<file path="src/rtl/dctq_block_arbiter.sv">
// Round-robin arbiter sharing one DCTQ engine among NREQ pixel-block sources.
// Each issued 8x8 block is tagged so the coefficient stream can be attributed to its owner.
module dctq_block_arbiter #(
  parameter int NREQ      = 4,
  parameter int PIX_W     = 8,
  parameter int TAG_DEPTH = 4,
  parameter int TAG_W     = 2
) (
  input  logic                    clk,
  input  logic                    reset_n,
  input  logic [NREQ-1:0]         req_valid,
  input  logic [NREQ*PIX_W-1:0]   req_pix,
  input  logic [NREQ-1:0]         req_pix_valid,
  output logic [NREQ-1:0]         req_pix_ack,
  output logic [NREQ-1:0]         grant,
  output logic                    eng_start,
  output logic                    eng_hold,
  output logic [PIX_W-1:0]        eng_pix,
  input  logic                    eng_ready,
  input  logic                    eng_valid,
  input  logic                    out_ready,
  output logic [TAG_W-1:0]        out_tag,
  output logic                    out_tag_valid,
  output logic                    out_last,
  output logic                    busy,
  output logic                    err_orphan
);

  localparam int PTR_W = $clog2(TAG_DEPTH);

  typedef enum logic {IDLE = 1'b0, LOAD = 1'b1} state_t;

  state_t            state, state_next;
  logic [NREQ-1:0]   grant_next;
  logic [TAG_W-1:0]  rr_ptr, rr_ptr_next, win_id;
  logic [5:0]        pix_cnt, coef_cnt;
  logic              grant_ok, push, pop, last_ack;
  logic              fifo_empty, fifo_full, gnt_pix_valid;

  logic [TAG_W-1:0]  tag_mem [TAG_DEPTH];
  logic [PTR_W-1:0]  wr_ptr, rd_ptr;
  logic [PTR_W:0]    count;

  assign fifo_empty = (count == '0);
  assign fifo_full  = (count == (PTR_W+1)'(TAG_DEPTH));
  assign grant_ok   = (|req_valid) && eng_ready && !fifo_full && out_ready;

  // Winner is the requester at the smallest rotational distance from rr_ptr.
  always_comb begin
    int best_d;
    int d;
    win_id = '0;
    best_d = NREQ;
    d      = 0;
    for (int i = 0; i < NREQ; i++) begin
      if (req_valid[i]) begin
        d = (i - int'(rr_ptr) + NREQ) % NREQ;
        if (d < best_d) begin
          best_d = d;
          win_id = TAG_W'(i);
        end
      end
    end
  end

  always_comb begin
    eng_pix = '0;
    for (int i = 0; i < NREQ; i++) begin
      if (grant[i]) eng_pix = req_pix[i*PIX_W +: PIX_W];
    end
  end

  assign gnt_pix_valid = |(grant & req_pix_valid);
  assign eng_start     = (state == LOAD);
  assign eng_hold      = !out_ready || ((state == LOAD) && !gnt_pix_valid);
  assign req_pix_ack   = eng_hold ? '0 : (grant & req_pix_valid);
  assign last_ack      = (|req_pix_ack) && (pix_cnt == 6'd63);

  // NOTE: every signal driven here gets a default first so no latch is inferred.
  always_comb begin
    state_next  = state;
    grant_next  = grant;
    rr_ptr_next = rr_ptr;
    push        = 1'b0;
    case (state)
      IDLE: begin
        if (grant_ok) begin
          state_next  = LOAD;
          grant_next  = NREQ'(1) << win_id;
          rr_ptr_next = TAG_W'((int'(win_id) + 1) % NREQ);
          push        = 1'b1;
        end
      end
      LOAD: begin
        if (last_ack) begin
          if (grant_ok) begin
            grant_next  = NREQ'(1) << win_id;
            rr_ptr_next = TAG_W'((int'(win_id) + 1) % NREQ);
            push        = 1'b1;
          end else begin
            grant_next = '0;
            state_next = IDLE;
          end
        end
      end
      default: state_next = IDLE;
    endcase
  end

  // NOTE: sequential state uses non-blocking assignments so all registers update together.
  always_ff @(posedge clk or negedge reset_n) begin
    if (!reset_n) begin
      state   <= IDLE;
      grant   <= '0;
      rr_ptr  <= '0;
      pix_cnt <= '0;
    end else begin
      state  <= state_next;
      grant  <= grant_next;
      rr_ptr <= rr_ptr_next;
      if (|req_pix_ack) pix_cnt <= pix_cnt + 6'd1;
    end
  end

  assign out_tag_valid = eng_valid && !fifo_empty;
  assign out_last      = out_tag_valid && (coef_cnt == 6'd63);
  assign pop           = out_last;
  assign out_tag       = fifo_empty ? '0 : tag_mem[rd_ptr];
  assign busy          = (state == LOAD) || !fifo_empty;

  always_ff @(posedge clk or negedge reset_n) begin
    if (!reset_n) begin
      wr_ptr     <= '0;
      rd_ptr     <= '0;
      count      <= '0;
      coef_cnt   <= '0;
      err_orphan <= 1'b0;
    end else begin
      if (push) wr_ptr <= wr_ptr + 1'b1;
      if (pop)  rd_ptr <= rd_ptr + 1'b1;
      case ({push, pop})
        2'b10:   count <= count + 1'b1;
        2'b01:   count <= count - 1'b1;
        default: count <= count;
      endcase
      if (out_tag_valid) coef_cnt <= coef_cnt + 6'd1;
      if (eng_valid && fifo_empty) err_orphan <= 1'b1;
    end
  end

  // NOTE: tag storage is not reset; out_tag is masked while the FIFO is empty.
  always_ff @(posedge clk) begin
    if (push) tag_mem[wr_ptr] <= win_id;
  end

endmodule

</file>
<file path="config.mk">
export PLATFORM = sky130hd
export DESIGN_NAME = dctq_block_arbiter
export DESIGN_NICKNAME = d
export VERILOG_FILES = /design/src/rtl/dctq_block_arbiter.sv
export SDC_FILE = /design/constraint.sdc
export NUM_CORES = 1
export LEC_CHECK = 0
export BUFFER_PORTS_ARGS = -buffer_cell sky130_fd_sc_hd__buf_2
export CAP_MARGIN = 20
export CORE_MARGIN = 2
export CORE_UTILIZATION = 57
export CTS_BUF_LIST = sky130_fd_sc_hd__clkbuf_8
export DETAILED_ROUTE_END_ITERATION = 7
export PLACE_DENSITY = 0.95
export SLEW_MARGIN = 25
export SYNTH_ARGS = -nofsm -noshare
export SYNTH_HDL_FRONTEND = slang
export SYNTH_SLANG_ARGS = --single-unit
</file>
<file path="constraint.sdc">
create_clock -name clk -period 7.1 [get_ports clk]
set_input_delay 0.355 -clock clk [delete_from_list [all_inputs] [get_ports clk]]
set_output_delay 0.355 -clock clk [all_outputs]
set_load 0.01 [all_outputs]
</file>
Yosys cells after proc, flatten, opt, wreduce, memory -nomap -nowiden

Memory sizes are Yosys's and may differ from the RTL's.
Index checks and enable logic that the tools add are counted.

Register bits after elaboration: 27
Memory bits (writable): 8
Bits of input ports: 45
Output and inout port bits: 24
Word-level logic and storage cells: 100
Memories: 1

Memories:

| name    | words | bits a word | rd ports | clocked after memory_dff | write ports | RTL line | source |
|---|---|---|---|---|---|---|---|
| tag_mem | 4     | 2           | 1        | 0                        | 1           | 40       | `logic [TAG_W-1:0] tag_mem [TAG_DEPTH];` |

Add/sub/neg operators: 15
Magnitude comparators: 4
Eq/ne operators: 7
Shift-type cells: 1
Muxes and demuxes: 33
Bitwise operators: 6
Reduce and logical (&&, ||, !) cells: 24

Operators with widths:

| operator              | count |
|---|---|
| $mux W32              | 6 |
| $lt A3 B32 Y1         | 3 |
| $mux W8               | 4 |
| $add A3 B4 Y5 const B | 4 |
| $mux W4               | 4 |
| $mux W2               | 7 |
| $add A6 B1 Y6 const B | 2 |
| $eq A6 B6 Y1 const B  | 2 |
| $reduce_or A4 Y1      | 3 |
| $logic_and A1 B1 Y1   | 8 |
| $pmux W4 S2           | 1 |
| $reduce_or A2 Y1      | 4 |
| $mux W1               | 7 |
| $add A2 B1 Y2 const B | 3 |
| $pmux W3 S2           | 1 |
| $sub A1 B2 Y3 const A | 2 |
| $sub A2 B2 Y3 const A | 2 |
| $and A1 B1 Y1         | 4 |
| $and A4 B4 Y4         | 1 |
| $logic_not A1 Y1      | 4 |
| $lt A3 B4 Y1 const B  | 1 |
| $pmux W1 S2           | 2 |
| $pmux W2 S2           | 1 |
| $shl A1 B2 Y4 const A | 1 |
| 12 further kinds      | 13 |

Logic depth before layout (Yosys ltp)

Gate-level depths: netlist (run 1).

Depth after elaboration: 20
Depth in mapped cells: 19
Depth with buffers taken out: 19

Worst setup path before layout (run 1)

Ideal clock, no wire load.

Kind: reg-to-reg
Start: register rr_ptr[1]
End: register grant[2]
Library setup time: 0.140 ns
Arrival time: 2.934 ns
Required time: 6.960 ns
Setup slack: 4.026 ns
Stages on the path, launching flop included: 20
Buffers on the path: 0
Cells stage by stage: dfrtp_1 nand2b_1 o21ai_0 nand2_1 o21ai_0 inv_1 ha_1 nor2_1 nor2_1 o22ai_1 nand2_1 mux2i_1 ha_1 o31a_1 a31oi_1 o21ai_0 nand2_1 ha_1 mux2i_1 o221ai_1

Longest elaborated chain between the ends: 20
Elaborated cells on any way between the ends: 37

Ends and longest elaborated chain:

| item                       | RTL line | source |
|---|---|---|
| start, declared            | 35       | `logic [TAG_W-1:0] rr_ptr, rr_ptr_next, win_id;` |
| start signal, assigned     | 120      | `rr_ptr <= rr_ptr_next;` |
| $sub A1 B2 Y3              | 57       | `d = (i - int'(rr_ptr) + NREQ) % NREQ;` |
| $add A3 B4 Y5              | 57       |  |
| $reduce_or A2 Y1 (no line) | -        |  |
| $and A1 B1 Y1 (no line)    | -        |  |
| $lt A3 B4 Y1               | 58       | `if (d < best_d) begin` |
| $mux W32                   | 58       |  |
| $mux W32                   | 56       | `if (req_valid[i]) begin` |
| $lt A3 B32 Y1              | 58       |  |
| [... 5 more ...]           | -        |  |
| $lt A3 B32 Y1              | 58       |  |
| $mux W2                    | 58       |  |
| $mux W2 (*)                | 56       |  |
| named net win_id[1]        | 35       |  |
| $shl A1 B2 Y4 (*)          | 89, 97   |  |
| $mux W4                    | 96       | `if (grant_ok) begin` |
| $mux W4                    | 95       | `if (last_ack) begin` |
| $pmux W4 S2 (*)            | 85       | `case (state)` |
| end signal, assigned       | 119      | `grant <= grant_next;` |
| end, declared              | 15       | `output logic [NREQ-1:0] grant,` |

The timed path passes the listed nets; every way through them passes the cells marked *. The select of a mux whose other input is x is not followed.
A chain may end at the register's enable or synchronous reset.

Final worst setup path (run 1)

Start: register rr_ptr[1]
End: register grant[3]

Same word-level chain as after synthesis.

==> results.md, run 1 <==
- The total die area is 4280 um2.
- The endpoint of the lowest-slack register-to-register path is grant[3]$_DFFE_PN0P_.
- The number of instances in the placed design is 325.
- The count of synthesis-stage warnings from yosys is 0.
- The number of clock buffers added by TritonCTS is 5.
- Clock tree synthesis selected as its root buffer the cell sky130_fd_sc_hd__clkbuf_8.
- Yosys mapped a number of flops with a built-in enable equal to 8.
- The worst register-to-register path has a setup slack of 3.43 ns.
- The share of final-layout standard cells stronger than drive strength 1 is 29.8%.
- The worst-case IR drop observed on VDD is 0.203 mV.
- The kind of start point of the critical path is a flip-flop.
- Once the clock tree was built, the resizer swapped 0 gates to a different size.
- Using the TritonRoute via totals, the vias-per-cell ratio works out to 5.60.
- The share of the Yosys chip area taken by registers is 42.6%.
- Dividing the final minimum period by the clock period gives 51.7%.
- The synthesized instance count is 216.
- The post-layout minimum cycle time is 3.67 ns.
- The critical path is of the flip-flop to flip-flop type.
- The post-placement worst setup slack is 3.54 ns.
- STA classifies the critical path endpoint as a flip-flop.
- The count of hold buffers inserted by post-cts repair is 0.
- The analysis attributes to cell leakage a power of 1.25 nW.
- Summed over all nets, the half-perimeter wirelength after detailed placement is 3.57 mm.
- The synthesized netlist contains 43 unique library cells.
- The number of max-cap violations is 0.
- The dominant synthesized flop cell is sky130_fd_sc_hd__dfrtp_1.
- The cell area power density is 375 nW/um2.
- The number of I/O port buffers is 68.
- Setup repair after global routing left no endpoint under its margin.
- The total negative slack for setup checks is 0 ns.
- Each instance of the synthesized netlist takes up on average 9.95 um2.
- In the post-synthesis netlist, the biggest area contributors are sky130_fd_sc_hd__dfrtp_1, sky130_fd_sc_hd__edfxtp_1, sky130_fd_sc_hd__ha_1, sky130_fd_sc_hd__o21ai_0, sky130_fd_sc_hd__nand2_1.
- After clock tree synthesis, the setup repair step added 0 buffers.
- The number of design rule violations left after detail routing is 0.
- The global route total overflow is 0.
- In this run, the number of DRC markers left after iteration 0 of detailed routing was 77.
- The cell count of the worst reg-to-reg path is 19.
- The largest net degree at the start of global routing is 28.
- The number of antenna violations at the first check in global routing is 0.
- Detailed routing inserted a total of 1866 vias.
- In this run the worst path has a maximum fanout of 6.
- At the end of the flow, the number of nets in the layout was 343.
- TritonCTS built the clock tree.
- Before antenna repair, the detailed router went through 4 iterations.
- The level count of the clock H-tree is 2.
- The number of clock sinks seen by CTS is 35.
- The via count of the first global-routing pass is 1747.
- At the later pin of the worst-skew pair, clock insertion delay measures 0.29 ns.
- The register bit count reported by yosys is 35.
- Clock-pin slew was measured on the worst setup and hold paths at 0.07 ns.
- Routability-driven placement finished with a final weighted congestion of 0.846.
- The top cell type by total area after synthesis is sky130_fd_sc_hd__dfrtp_1.
- The worst hold-check path type is input pin to asynchronous set/reset pin.
- The arrival time of data at the critical path endpoint is 3.82 ns.
- The die is 65.4 um wide.
- For the pin with the worst max-slew slack, the measured transition is 0.602 ns.
- The count of non-filler cells in the finished layout is 333.
- The launch instance of the worst register-to-register path is rr_ptr[1]$_DFFE_PN0P_.
- The total routing usage reported by global routing is 23.5%.
- After floorplanning, the core was divided into 22 placement rows.
- The run finished with clean final reports.
- Wires add up to 4.69 mm.
- Once the floorplan was initialized, standard cells occupied 59.1% of the core.
- Compared with the post-synthesis result, the final layout area differs by 22.7%.
- The worst setup path endpoint is grant[3]$_DFFE_PN0P_.
- The number of nets with antenna violations after detailed routing is 0.
- The hold violation count in the final report is 0.
- The relative slew slack is 59.8%.
- The endpoint required time on the critical path is 7.25 ns.
- The highest clock frequency the design can meet is 273 MHz.
- The first global-routing pass estimated 7.58 mm of wire.
- The post-synth net total is 275.
- Setup violations remaining at the end of the flow were counted as 0.
- The async set or reset register ratio after synthesis is 77.1%.
- The average wire per cell in the routed design is 14.1 um.
- Across the routed clock network, the largest skew measured is 0.00791 ns.
- The post-layout worst setup margin is 3.43 ns.
- From bottom edge to top edge, the die measures 65.4 um.
- The core footprint is 3630 um2.
- The area share of the leading cell type in the synthesized netlist is 31.5%.
- The maximum number of buffers from clock root to sink is 2.
- The launch point of the worst path is rr_ptr[1]$_DFFE_PN0P_.
- The number of pins with negative max-slew slack in the final report was 0.
- On the final layout, the worst hold slack is 0.0628 ns.
- The number of antenna cells inserted is 0.
- The total I/O pin count is 69.
- The post-synthesis instance area is 2150 um2.
[state kept, by name, summed over array words and instances, names as in the netlist]
name and count:
coef_cnt 6, tag_mem 8, wr_ptr 2, rr_ptr 2, pix_cnt 6, rd_ptr 2
err_orphan 1, grant 4, count 3, eng_start 1
[layer usage]
layer / share of wire [%] / vias up / GRT usage (%)
li1: - / 911 / -
met1: 41 / 862 / 26.5
met2: 48 / 81 / 41.3
met3: 8.2 / 12 / 5.82
met4: 2.3 / 0 / 11.5
met5: 0 / - / 0
[cells in the mapped netlist, types with 3 or more instances]
cell and count:
sky130_fd_sc_hd__nand2_1 26, sky130_fd_sc_hd__and3_1 11, sky130_fd_sc_hd__nand4_1 3, sky130_fd_sc_hd__inv_1 14
sky130_fd_sc_hd__nor2b_1 5, sky130_fd_sc_hd__nand2b_1 5, sky130_fd_sc_hd__o221ai_1 4, sky130_fd_sc_hd__buf_2 3
sky130_fd_sc_hd__nor2_1 5, sky130_fd_sc_hd__xor2_1 6, sky130_fd_sc_hd__edfxtp_1 8, sky130_fd_sc_hd__nand3_1 4
sky130_fd_sc_hd__xnor2_1 10, sky130_fd_sc_hd__a21oi_1 5, sky130_fd_sc_hd__mux2i_1 6, sky130_fd_sc_hd__o21ai_0 20
sky130_fd_sc_hd__dfrtp_1 27, sky130_fd_sc_hd__nor3_1 3, sky130_fd_sc_hd__clkbuf_1 5, sky130_fd_sc_hd__ha_1 13
sky130_fd_sc_hd__a221o_1 7
[kinds of logic (layout without fill, tap and decap cells)]
kind of cell	after synthesis	after routing	share of synthesized area, %
and+or+nand+nor	70	70	17.0
AOI/OAI and AO/OA	48	48	15.2
DFF	35	35	42.6
buffers and inverters	23	92	4.19
xor gates and xnor gates	16	16	6.52
adders and majority gates	14	14	8.50
muxes	10	10	5.94
[cell type report]
class,instances,area [um2]
Clock buffer,5,68.8
Clock inverter,3,43.8
Fill cell,250,998
Inverter,15,56.3
Multi-Input combinational cell,158,1140
Sequential cell,35,916
Tap cell,48,60.1
Timing Repair Buffer,69,348
[report_power, final]
part | internal [W] | switching, W | total (W)
logic | 0.000212 | 0.000239 | 0.000451
clock network | 0.000104 | 0.0000747 | 0.000179
registers | 0.000275 | 0.0000828 | 0.000358
[stage by stage]
step / total power [W] / instance area, um2 / util (%)
after floorplan: 0.000661 / 2150 / -
after global placement: 0.000778 / 2520 / 69.4
after detailed placement: 0.000808 / 2520 / 69.4
after CTS: 0.000990 / 2640 / 72.5
after global routing: 0.00107 / 2640 / 72.5
final: 0.000989 / 2640 / 72.5
[worst min-delay path by stage]
stage,cells past startpoint,endpoint
after global placement,1,pix_cnt[2]$_DFFE_PN0P_
final,1,pix_cnt[3]$_DFFE_PN0P_
after global routing,1,pix_cnt[3]$_DFFE_PN0P_
after CTS,1,pix_cnt[2]$_DFFE_PN0P_
after floorplan,0,coef_cnt[0]$_DFFE_PN0P_
after detailed placement,1,pix_cnt[2]$_DFFE_PN0P_
[critical path, stage by stage, from the launching register on]
cell and delay, ns:
sky130_fd_sc_hd__dfrtp_1 0.42, sky130_fd_sc_hd__nand2b_1 0.19, sky130_fd_sc_hd__o21ai_0 0.15, sky130_fd_sc_hd__nand2_1 0.06
sky130_fd_sc_hd__o21ai_0 0.10, sky130_fd_sc_hd__inv_1 0.08, sky130_fd_sc_hd__ha_1 0.23, sky130_fd_sc_hd__nor2_1 0.10
sky130_fd_sc_hd__nor2_1 0.05, sky130_fd_sc_hd__o22ai_1 0.12, sky130_fd_sc_hd__nand2_1 0.12, sky130_fd_sc_hd__mux2i_1 0.13
sky130_fd_sc_hd__ha_1 0.28, sky130_fd_sc_hd__o31a_1 0.13, sky130_fd_sc_hd__a31oi_1 0.11, sky130_fd_sc_hd__o21ai_0 0.37
sky130_fd_sc_hd__nand2b_1 0.26, sky130_fd_sc_hd__ha_1 0.27, sky130_fd_sc_hd__mux2i_1 0.20, sky130_fd_sc_hd__o221ai_1 0.16
[layout by cell type (no fill, tap or decap), types with 6 or more instances in the layout]
| cell type | instances |
|---|---|
| sky130_fd_sc_hd__buf_2 | 68 |
| sky130_fd_sc_hd__dfrtp_1 | 27 |
| sky130_fd_sc_hd__nand2_1 | 26 |
| sky130_fd_sc_hd__o21ai_0 | 20 |
| sky130_fd_sc_hd__inv_1 | 14 |
| sky130_fd_sc_hd__ha_1 | 13 |
| sky130_fd_sc_hd__and3_1 | 11 |
| sky130_fd_sc_hd__xnor2_1 | 10 |
| sky130_fd_sc_hd__edfxtp_1 | 8 |
| sky130_fd_sc_hd__a221o_1 | 7 |
| sky130_fd_sc_hd__mux2i_1 | 6 |
| sky130_fd_sc_hd__xor2_1 | 6 |
(Power assumes the default switching activity.)
==> run 2: changes to the inputs <==
Settings changed: CORE_UTILIZATION 57 to 53, PLACE_DENSITY 0.95 to 0.94.
Clock period 7.1 ns to 3.55 ns, I/O delays scaled along.
==> results.md, run 2 (same netlist as run 1, synthesis figures left out) <==
- The number of cells on the critical path is 19.
- The clock latency on the worst-skew pair is 0.29 ns.
- The width of the die is 67.7 um.
- Detailed routing inserted a total of 1892 vias.
- The H-tree was split into 2 levels.
- Of the available clock period, the critical path in the final layout requires 94.0%.
- The number of I/O port buffers is 68.
- The net count reported at finish is 350.
- The post-layout minimum cycle time is 3.34 ns.
- After layout, the worst setup slack is 0.214 ns.
- The final routed wirelength across all metal layers is 5.11 mm.
- The via density per instance is 5.53.
- The most common library cell in the layout ignoring fill and taps is sky130_fd_sc_hd__buf_2.
- The floorplan step set the die height to 67.7 um.
- The total I/O pin count is 69.
- After detailed placement, the total cell area comes to 2550 um2.
- The startpoint identified for the worst register-to-register timing path is rr_ptr[1]$_DFFE_PN0P_.
- The number of pins with negative max-slew slack in the final report was 0.
- The kind of capture point of the worst setup path is a flip-flop.
- The endpoint required time on the critical path is 3.75 ns.
- The number of clock sinks seen by CTS is 35.
- The clock slew at the register clock pins of the worst setup and hold paths is 0.07 ns.
- The first-pass iteration count of the detailed router is 4.
- For the pin with the worst max-slew slack, the measured transition is 0.630 ns.
- The number of nets with antenna violations after detailed routing is 0.
- The worst pin sits at a relative slew slack of 58.0%.
- Counting cells, the worst reg-to-reg path comes to 19.
- On the final layout, the worst clock skew is 0.00680 ns.
- The total routing usage reported by global routing is 22.9%.
- The final estimated routing congestion in global placement is 0.859.
- The core utilization of the finished layout is 69.6%.
- The worst hold-check path type is input pin to flip-flop.
- Counting both buffers and inverters, the worst setup path holds a total of 1.
- The largest registers in the layout are tag_mem x8, coef_cnt x6, pix_cnt x6.
- The hold violation count in the final report is 0.
- After floorplanning, the core was divided into 23 placement rows.
- The top cell types in the final layout, fill and taps aside, are sky130_fd_sc_hd__buf_2, sky130_fd_sc_hd__nand2_1, sky130_fd_sc_hd__dfrtp_1.
- The number of antenna violations at the first check in global routing is 0.
- The via count of the first global-routing pass was 1741.
- The critical hold path startpoint is eng_valid.
- The TritonCTS clock tree is yes.
- The launch point of the worst path is rr_ptr[1]$_DFFE_PN0P_.
- The tree is rooted in a sky130_fd_sc_hd__clkbuf_8.
- The post-route cell area is 2740 um2.
- Timing would allow up to 300 MHz.
- The largest net degree at the start of global routing is 28.
- The signal on the critical path passes through nand2b_1 > o21ai_1 > nand2_1 > o21ai_0 > inv_1 > ha_2 > nor2_1 > nor2_1 > o22ai_1 > nand2_1 > mux2i_1 > ha_1 > o31a_1 > a31oi_4 > o21ai_4 > nor2b_2 > ha_1 > mux2i_1 > o221ai_1.
- The detailed placer's ending HPWL is 3.63 mm.
- The worst-case IR drop observed on VDD is 0.373 mV.
- The first global-routing pass estimated 7.68 mm of wire.
- For this design the ratio of total power to cell area is 769 nW/um2.
- The number of antenna cells inserted is 0.
- Setup violations remaining at the end of the flow were counted as 0.
- Hold is met by 0.104 ns.
- The clock buffer count from CTS is 5.
- The total die area is 4580 um2.
- The post-placement worst setup slack is -0.0380 ns.
- The stage delay of the slowest cell on the critical path is 0.40 ns.
- The number of filler instances in the final layout is 279.
- The global route total overflow is 0.
- STA puts the critical path data arrival time at 3.53 ns.
- In the final layout, the share of cells above drive strength 1 is 34.2%.
- The critical path in this run is classified as flip-flop to flip-flop.
- The most critical setup path has its endpoint at grant[0]$_DFFE_PN0P_.
- The initial core utilization is 54.5%.
- STA classifies the critical path startpoint as a flip-flop.
- Among cell families on the critical path, the largest total delay comes from compound AO/OA/AOI/OAI gates.
- In this run the worst path has a maximum fanout of 4.
- No sink is reached through more buffers than the 2 on the longest clock path.
- The largest individual stage delay along the critical path comes from the cell sky130_fd_sc_hd__dfrtp_2.
- Setup total negative slack on the finished layout was measured at 0 ns.
- After detailed routing, the number of remaining DRC violations is 0.
- The number of max-cap violations is 0.
- In the final routed layout, each cell accounts on average for 14.9 um.
- The top register by number of flip-flops is tag_mem.
- The endpoint of the lowest-slack register-to-register path is grant[0]$_DFFE_PN0P_.
- Across all register-to-register paths, the minimum setup slack is 0.21 ns.
- The number of flip-flops in the largest register is 8.
- The area overhead of the layout relative to synthesis is 27.7%.
- The violation count after the first detailed-route iteration is 67.
- Summed over all cells, the static leakage comes to 1.29 nW.
- The flow ran to the end, and the final reports show no timing, DRC or antenna violations.
- The core footprint is 3940 um2.
run 2: cell count changes in the layout (fill, tap and decap cells not counted), moves of 2 or more:
| cell | change |
|---|---|
| sky130_fd_sc_hd__dfrtp_1 | -2 |
| sky130_fd_sc_hd__dfrtp_2 | +2 |
| sky130_fd_sc_hd__ha_1 | -2 |
| sky130_fd_sc_hd__o21ai_0 | -2 |
| sky130_fd_sc_hd__ha_2 | +2 |
| sky130_fd_sc_hd__buf_4 | +6 |
run 2: how the worst min path moves through the flow:
stage | to | slack, ns | depth (start not counted)
floorplan | coef_cnt[0]$_DFFE_PN0P_ | -0.12 | 0
global placement | pix_cnt[2]$_DFFE_PN0P_ | 0.21 | 1
detailed placement | pix_cnt[2]$_DFFE_PN0P_ | 0.22 | 1
CTS | err_orphan$_DFFE_PN0P_ | 0.10 | 2
global route | err_orphan$_DFFE_PN0P_ | 0.10 | 2
finish | err_orphan$_DFFE_PN0P_ | 0.10 | 2
run 2: layer usage:
layer	routed length [um]	global-route usage, %
met4	102	9.18
met3	351	5.00
met1	2100	27.4
met2	2550	39.8
met5	0	0
run 2: worst register-to-register path, cell delays in order (launching register included):
cell	delay, ns
sky130_fd_sc_hd__dfrtp_2	0.40
sky130_fd_sc_hd__nand2b_1	0.17
sky130_fd_sc_hd__o21ai_1	0.14
sky130_fd_sc_hd__nand2_1	0.06
sky130_fd_sc_hd__o21ai_0	0.10
sky130_fd_sc_hd__inv_1	0.08
sky130_fd_sc_hd__ha_2	0.20
sky130_fd_sc_hd__nor2_1	0.09
sky130_fd_sc_hd__nor2_1	0.05
sky130_fd_sc_hd__o22ai_1	0.12
sky130_fd_sc_hd__nand2_1	0.11
sky130_fd_sc_hd__mux2i_1	0.14
sky130_fd_sc_hd__ha_1	0.29
sky130_fd_sc_hd__o31a_1	0.20
sky130_fd_sc_hd__a31oi_4	0.13
sky130_fd_sc_hd__o21ai_4	0.27
sky130_fd_sc_hd__nor2b_2	0.24
sky130_fd_sc_hd__ha_1	0.20
sky130_fd_sc_hd__mux2i_1	0.08
sky130_fd_sc_hd__o221ai_1	0.18
run 2: timing repair:
item | 4_1_cts | 5_1_grt
resized for setup | 2 | 12
pin swaps | 0 | 5
endpoints found under the hold margin | 27 | 0
setup buffers | 0 | 2
hold buffers | 1 | 0
endpoints found under the setup margin | 4 | 5
run 2: layout make-up:
class / count / area, um2 / share of cell area, %
flip-flops and latches: 35 / 918 / 33.5
clock buffers: 5 / 68.8 / 2.51
repair buffers: 76 / 403 / 14.7
multi-input cells: 158 / 1190 / 43.4
well taps: 50 / 62.6 / 2.28
clock inverters: 3 / 43.8 / 1.60
inverters: 15 / 56.3 / 2.05
run 2: per-stage QoR:
| stage | power, W | instances |
|---|---|---|
| CTS | 0.00202 | 340 |
| detailed placement | 0.00165 | 331 |
| floorplan | 0.00132 | 216 |
| global placement | 0.00158 | 331 |
| finish | 0.00211 | 342 |
| global route | 0.00228 | 342 |
run 2: power by group:
part	total, W	switching, W	internal, W
logic	0.00107	0.000573	0.000498
registers	0.000684	0.000131	0.000553
clock network	0.000355	0.000146	0.000209
==> run 3: changes to the inputs <==
Settings changed: CELL_PAD_IN_SITES_DETAIL_PLACEMENT set to 1, CELL_PAD_IN_SITES_GLOBAL_PLACEMENT set to 1, CORE_UTILIZATION 53 to 39, PLACE_DENSITY 0.94 to 0.92.
==> results.md, run 3 (same netlist as run 1, synthesis figures left out) <==
- The post-layout worst setup margin is 0.134 ns.
- The number of antenna diodes in the final layout is 0.
- The finished cells cover 2760 um2.
- The detail route stage leaves a number of antenna-violating nets equal to 0.
- The relative slew slack is 56.3%.
- The cell area power density is 758 nW/um2.
- The clock slew at the register clock pins of the worst setup and hold paths is 0.07 ns.
- The H-tree was split into 2 levels.
- The total number of vias is 1966.
- The hold violation count in the final report is 0.
- After detailed routing, the wire length on met1 is 2.46 mm.
- The clock network burns 14.1% of the power.
- STA classifies the critical path endpoint as a flip-flop.
- Internal power comes to 0.00120 W.
- The die is 78.2 um tall.
- The number of clock sinks seen by CTS is 35.
- The sequential cell area in the final layout is 918 um2.
- The final routed wirelength across all metal layers is 6.19 mm.
- Final hold analysis gives a worst-case slack of 0.0993 ns.
- The largest net degree at the start of global routing is 28.
- Between clock sinks in the finished design, the worst skew comes to 0.00571 ns.
- The via count of the first global-routing pass is 2046.
- Across the run, the number of max-cap violations was 0.
- The number of pins with negative max-slew slack in the final report is 0.
- The via density per instance is 5.39.
- TritonCTS built the clock tree.
- The violation count after the first detailed-route iteration is 88.
- The clock latency on the worst-skew pair is 0.30 ns.
- The total routing usage reported by global routing is 20.4%.
- The share of final-layout standard cells stronger than drive strength 1 is 35.2%.
- The HPWL after detailed placement is 4.54 mm.
- The first-pass GRT wire length is 9.85 mm.
- The launch instance of the worst register-to-register path is rr_ptr[1]$_DFFE_PN0P_.
- The final period utilization is 96.2%.
- Net switching is 42.5% of the power.
- In this run, the combinational gates consume 53.5% of the power.
- The final estimated routing congestion in global placement is 0.849.
- OpenSTA, run right after detailed placement, puts the worst setup slack at -0.0739 ns.
- More flip-flops sit in one register than any other, and that register is tag_mem.
- The met3 layer wire length in the routed design is 319 um.
- The highest net fanout along the worst path is 5.
- The maximum VDD drop is 0.262 mV.
- Before antenna repair, the detailed router went through 4 iterations.
- The area growth from synthesis to layout is 28.5%.
- The number of placement rows is 27.
- The most common library cell in the layout ignoring fill and taps is sky130_fd_sc_hd__buf_2.
- The critical hold path startpoint is eng_valid.
- Summing internal, switching and leakage power gives 0.00209 W.
- The startpoint-to-endpoint class of the critical path is flip-flop to flip-flop.
- 69 I/O pins were placed.
- For the pin with the worst max-slew slack, the measured transition is 0.656 ns.
- The total leakage power is 1.29 nW.
- The top layer used by detailed routing is met4.
- The switching power total is 0.000890 W.
- TritonCTS created 5 clock buffers.
- In the layout the commonest cells are sky130_fd_sc_hd__buf_2, sky130_fd_sc_hd__dfrtp_1, sky130_fd_sc_hd__nand2_1.
- In the final timing run, aggregate negative setup slack is 0 ns.
- The post-layout minimum cycle time is 3.42 ns.
- The number of I/O port buffers is 68.
- Once the floorplan was initialized, standard cells occupied 39.7% of the core.
- Of the total power, registers draw 32.4%.
- The number of flip-flops in the largest register is 8.
- Derived from the worst setup path, the maximum achievable clock frequency is 293 MHz.
- The core footprint is 5410 um2.
- Data on the critical path is required at its endpoint by 3.70 ns.
- STA puts the critical path data arrival time at 3.57 ns.
- The flow ran to the end, and the final reports show no timing, DRC or antenna violations.
- The longest clock path from root to sink contains 2 buffers.
- Setup violations remaining at the end of the flow were counted as 0.
- In this run the worst setup path begins at rr_ptr[1]$_DFFE_PN0P_.
- The number of antenna violations at the first check in global routing is 0.
- After detailed routing, the number of remaining DRC violations is 0.
- The kind of start point of the critical path is a flip-flop.
- The filler cells instantiated in the layout total 639.
- Summed over all nets, wire length on met2 after detailed routing comes to 3.24 mm.
- The width of the die is 78.2 um.
- Once placement finished, the instance area stood at 2590 um2.
- The root cell of the clock tree is sky130_fd_sc_hd__clkbuf_8.
- In the final layout, the registers with the most flip-flops are tag_mem x8, coef_cnt x6, pix_cnt x6.
- For this run, the post-layout net count is 351.
- The total die area is 6120 um2.
- The worst hold-check path type is input pin to flip-flop.
- The global route total overflow is 0.
- The average wire per cell in the routed design is 17.0 um.
- In the final layout, the multi-input gates occupy 1200 um2.
run 3: final cells by class:
type | count | area share [%]
clock buffers | 5 | 2.49
flip-flops and latches | 35 | 33.3
multi-input cells | 158 | 43.3
clock inverters | 3 | 0.725
repair buffers | 77 | 14.9
well taps | 72 | 3.26
inverters | 15 | 2.04
run 3: path summary, 6_finish.rpt:
kind                            depth (start not counted)  slack, ns                       to
worst max-delay path                                   19       0.13     grant[2]$_DFFE_PN0P_
worst min-delay path                                    2        0.1   err_orphan$_DFFE_PN0P_
worst max register to register                         19       0.13     grant[2]$_DFFE_PN0P_
worst min register to register                          1       0.46   err_orphan$_DFFE_PN0P_
max in group asynchronous                               2       2.66    rr_ptr[1]$_DFFE_PN0P_
min in group asynchronous                               2       0.44  coef_cnt[2]$_DFFE_PN0P_
run 3: power groups by stage:
stage | registers (W) | clock network (W) | logic (W)
after floorplan | 0.000665 | 0 | 0.000658
after global placement | 0.000667 | 0 | 0.000934
after detailed placement | 0.000683 | 0 | 0.00100
after CTS | 0.000677 | 0.000300 | 0.00102
after global routing | 0.000696 | 0.000313 | 0.00125
final | 0.000678 | 0.000295 | 0.00112
run 3: critical path, cell delays in order (launching register included):
cell,delay (ns)
sky130_fd_sc_hd__dfrtp_2,0.43
sky130_fd_sc_hd__nand2b_1,0.17
sky130_fd_sc_hd__o21ai_0,0.17
sky130_fd_sc_hd__nand2_1,0.10
sky130_fd_sc_hd__o21ai_2,0.08
sky130_fd_sc_hd__inv_1,0.07
sky130_fd_sc_hd__ha_2,0.20
sky130_fd_sc_hd__nor2_1,0.10
sky130_fd_sc_hd__nor2_1,0.07
sky130_fd_sc_hd__o22ai_2,0.14
sky130_fd_sc_hd__nand2_2,0.10
sky130_fd_sc_hd__mux2i_1,0.17
sky130_fd_sc_hd__ha_1,0.25
sky130_fd_sc_hd__o31a_1,0.13
sky130_fd_sc_hd__a31oi_4,0.22
sky130_fd_sc_hd__o21ai_4,0.12
sky130_fd_sc_hd__nor2b_2,0.19
sky130_fd_sc_hd__ha_1,0.23
sky130_fd_sc_hd__mux2i_1,0.16
sky130_fd_sc_hd__o221ai_1,0.16
run 3: what timing repair did:
item                                    CTS  global route
hold endpoints to repair                 27             0
pin swaps                                 0             3
resized for setup                         2            13
buffers inserted                          0             2
cloned                                    0             0
hold buffers                              1             0
endpoints found under the setup margin    4             5
run 3: layer usage:
layer	GRT usage [%]	vias up
met2	36.9	60
li1	-	928
met4	9.30	0
met5	0	-
met1	23.2	965
met3	3.79	13
run 3: per-stage QoR:
step                      std cells  util [%]
final                           365      51.1
after CTS                       363      49.8
after global routing            365      51.1
after detailed placement        354      47.9
after floorplan                 216         -
after global placement          354      47.9
